===== config.mk =====
export PLATFORM = sky130hd
export DESIGN_NAME = part7_shift_register
export DESIGN_NICKNAME = d
export VERILOG_FILES = /design/src/rtl/part7_shift_register.sv
export SDC_FILE = /design/constraint.sdc
export NUM_CORES = 1
export LEC_CHECK = 0
export CAP_MARGIN = 20
export CORE_AREA = 2 2 39 41
export DETAILED_ROUTE_END_ITERATION = 10
export DIE_AREA = 0 0 41 43
export PLACE_DENSITY_LB_ADDON = 0.15
export SETUP_SLACK_MARGIN = 0.3
export SLEW_MARGIN = 20
export SYNTH_ARGS = -nofsm -noshare
export SYNTH_HDL_FRONTEND = slang
export SYNTH_SLANG_ARGS = --single-unit

===== constraint.sdc =====
create_clock -name clk -period 2.24 [get_ports clk]
set_input_delay 0.448 -clock clk [delete_from_list [all_inputs] [get_ports clk]]
set_output_delay 0.448 -clock clk [all_outputs]
set_load 0.02 [all_outputs]

===== src/rtl/part7_shift_register.sv =====
// Shift/rotate register with parallel load of a constant and fixed request priority.
// Optional flag outputs (zero, so) are enabled by defining PART7_FLAGS_EN.
module part7_shift_register #(
    parameter int               WIDTH    = 8,
    parameter logic [WIDTH-1:0] LOAD_VAL = WIDTH'(8'hA5)
) (
    input  logic             clk,
    input  logic             rst,
    input  logic             si,
    input  logic             pl,
    input  logic             sl,
    input  logic             sr,
    input  logic             rr,
    input  logic             rl,
    output logic [WIDTH-1:0] Q
`ifdef PART7_FLAGS_EN
    ,
    output logic             zero,
    output logic             so
`endif
);

    logic [WIDTH-1:0] q_next;
    logic             out_bit;
    logic             moved;

    // Priority after reset: load, shift-left, shift-right, rotate-left, rotate-right, hold.
    always_comb begin
        q_next  = Q;
        out_bit = 1'b0;
        moved   = 1'b0;
        if (pl) begin
            q_next = LOAD_VAL;
        end else if (sl) begin
            q_next  = {Q[WIDTH-2:0], si};
            out_bit = Q[WIDTH-1];
            moved   = 1'b1;
        end else if (sr) begin
            q_next  = {si, Q[WIDTH-1:1]};
            out_bit = Q[0];
            moved   = 1'b1;
        end else if (rl) begin
            q_next  = {Q[WIDTH-2:0], Q[WIDTH-1]};
            out_bit = Q[WIDTH-1];
            moved   = 1'b1;
        end else if (rr) begin
            q_next  = {Q[0], Q[WIDTH-1:1]};
            out_bit = Q[0];
            moved   = 1'b1;
        end
    end

    always_ff @(posedge clk) begin
        if (rst) begin
            Q <= '0;
        end else begin
            Q <= q_next;
        end
    end

`ifdef PART7_FLAGS_EN
    assign zero = (Q == '0);

    always_ff @(posedge clk) begin
        if (rst) begin
            so <= 1'b0;
        end else if (moved) begin
            so <= out_bit;
        end
    end
`else
    logic unused_flags;
    assign unused_flags = out_bit ^ moved;
`endif

endmodule


==> impl_results.md <==
- Final Cycle Share: roughly 79%
- Netlist Area Pre-Place: 442 um^2
- TritonRoute pass-1 iters: 2
- RSZ-0062 raised after global routing: no
- Total Routing Usage GR: approximately 15%
- Fill cells: between 100 and 150
- Yosys warning total: 0
- Hold_ws: ~550 ps
- Minimum clock period: approximately 1800 ps
- Largest stage delay on the critical path: approximately 470 ps
- Hold path depth: 2
- Yosys reg bits: 8
- Final ANT Viol Nets: 0
- Netlist cell types: 20
- Max VDD drop: 0.236 mV
- Worst flop-to-flop path endpoint: Q[7]
- Setup WS pre-CTS: roughly 210 ps
- Most frequent cells in the layout: clkdlybuf4s50_1 (15), a21oi_1 (10), dfxtp_1 (8), mux2i_1 (5), nor2_1 (4)
- Postcts setup bufs: 0
- Cell Rows: 14
- Largest regs: Q (8)
- Skew final: 3.14 ps
- I/O Buffers: 15
- Congestion Overflow GR: 0
- Final TNS setup: 0 ps
- Dpl hpwl: roughly 740 um
- Per-cell routed wire length: 11.7 um
- Worst EP required: 2360 ps
- Worst-path clk slew: around 50 ps
- Yosys top cell by area: dfxtp_1
- Crit Reg-Reg Startpoint: Q[0]
- Worst Hold Endpoint: Q[3]
- Clock Tree Buf Depth: 2
- Crit path kind: primary input to register
- RD Place Congestion: roughly 0.76
- Reg2reg setup slack: between 1000 and 1500 ps
- Clock root cell: clkbuf_4
- Worst Path Arrival: approximately 1900 ps
- Max-slew headroom: 76.8%
- Pin count of the biggest net entering global routing: 11
- Worst Hold Class: register to register
- Synth top area cells: dfxtp_1 (36%), a21oi_1 (11%), mux2i_1 (11%), a211oi_1 (5.1%), nor2_8 (4.5%)
- Cell count after synthesis: 49
- Leakage: about 0.24 nW
- Hold-fix buffers, CTS: 0
- Post-synthesis sequential area ratio: 36.3%
- Cts repair resizes: 0
- Clock sink count: 8
- Max Clk Rate: 563 MHz
- Buffers & Inverters on Critical Path: 1
- Nets: 76
- Htree depth: 1
- Initial Utilization: between 30% and 40%
- Cell family with most CP delay: simple AND/OR/NAND/NOR gates
- HP Start: Q[3]
- Syn nets: 57
- Vias: 409
- WL final: approximately 960 um
- Slew Limit Fails: 0
- Ports: 16
- Final setup violation count: 0
- First-pass GRT wire length: 1710 um
- Antenna violations before repair: 0
- Die Width: about 41 um
- Share of cells above drive strength 1: 15.2%
- CP Launch Type: primary input
- Crit-path slowest cell: clkdlybuf4s50_1
- CP cell instances: clkdlybuf4s50_1 > or3_4 > or2_1 > o21ai_1 > a21oi_1
- Clk_lat worst skew: 250 ps
- Top reg by flops: Q
- Sequential cell area: around 160 um^2
- Die Area: 1760 um^2
- Worst-margin pin slew: 348 ps
- Synth Area per Inst: around 9.0 um^2
- Max reg flops: 8
- Worst Reg-to-Reg Cells: 4
- Max Cap Viol: 0
- Drt first-iter violations: 3
- Critical path endpoint category: register
- Vias per Instance: between 4 and 5
- Drt drc: 0
- Crit path max fanout: 10
- Hold Fails Final Rpt: 0
- Synth top area share: 36.3%
- Number of global-route vias before repair: 396
- Area growth, synth to finish: 41.6%
- CTS tree: yes
- Status: finished, final reports clean
- PnR worst setup slack: about 460 ps
- DIE HEIGHT: 43 um
- Antenna diodes: 0
- Area of the multi-input gates: around 260 um^2
- P per Cell Area: approximately 560 nW/um^2
- Most common cell after layout, fill and taps aside: clkdlybuf4s50_1
- Core ar.: between 1000 and 1500 um^2
- Total CTS buffers: 3
==> cells in the mapped netlist <==
cell type / n
and2b_2: 1
or2_1: 1
o21ai_1: 3
a211oi_1: 3
dfxtp_1: 8
o21ai_2: 1
mux2i_1: 5
nand2_1: 1
mux2_2: 1
clkbuf_2: 1
or3_4: 1
nor2_1: 4
o22ai_1: 2
nor2_8: 1
o211ai_1: 1
buf_6: 1
a21oi_1: 10
inv_1: 2
nor3_2: 1
nor3_1: 1
==> through the flow <==
step	total power [mW]	util, %	area [um^2]	std cells
detailed placement	0.249	43.6	603	79
global route	0.379	45.2	626	82
floorplan	0.209	-	442	49
CTS	0.361	45.2	626	82
global placement	0.250	43.6	603	79
finish	0.353	45.2	626	82
==> metal layers <==
metal	global-route usage [%]	vias to the layer above	part of all wire, %
met2	17.8	12	42
met1	19.8	179	49
met4	6.00	0	1.4
met5	0	-	0
met3	8.90	2	7.1
li1	-	216	-
==> worst register-to-register path, cell delays in order, from the launching register on <==
cell	delay [ps]
dfxtp_1	330
a211oi_1	220
a21oi_1	70
o22ai_1	140
a21oi_1	80
==> power breakdown <==
group / switching, mW / internal (mW) / leakage (nW) / total, mW
Sequential: 0.00920 / 0.151 / 0.0661 / 0.161
Combinational: 0.0405 / 0.0449 / 0.156 / 0.0854
Clock: 0.0462 / 0.0611 / 0.0138 / 0.107
==> area by class of cell <==
type	instances	share of cell area [%]
Clock buffer	3	3.60
Multi-Input combinational cell	37	41.2
Timing Repair Buffer	16	25.2
Tap cell	16	3.20
Inverter	2	1.20
Sequential cell	8	25.6
==> worst max path at each step <==
| stage | end | startpoint | slack (ps) | cells past startpoint |
|---|---|---|---|---|
| 2_1_floorplan | Q[2] | rl | 800 | 5 |
| 3_3_place_gp | Q[1] | rl | 230 | 5 |
| 3_5_place_dp | Q[1] | rl | 210 | 5 |
| 4_1_cts | Q[1] | rl | 490 | 5 |
| 5_1_grt | Q[1] | sr | 400 | 5 |
| 6_report | Q[1] | sr | 460 | 5 |
==> cells by family after synthesis <==
| family | after synthesis | share of synthesized area (%) |
|---|---|---|
| compound gates | 20 | 26.3 |
| buf+inv | 4 | 5.38 |
| flops | 8 | 36.3 |
| mux | 6 | 13.9 |
| simple gates | 11 | 18.1 |
(Power assumes the default switching activity.)
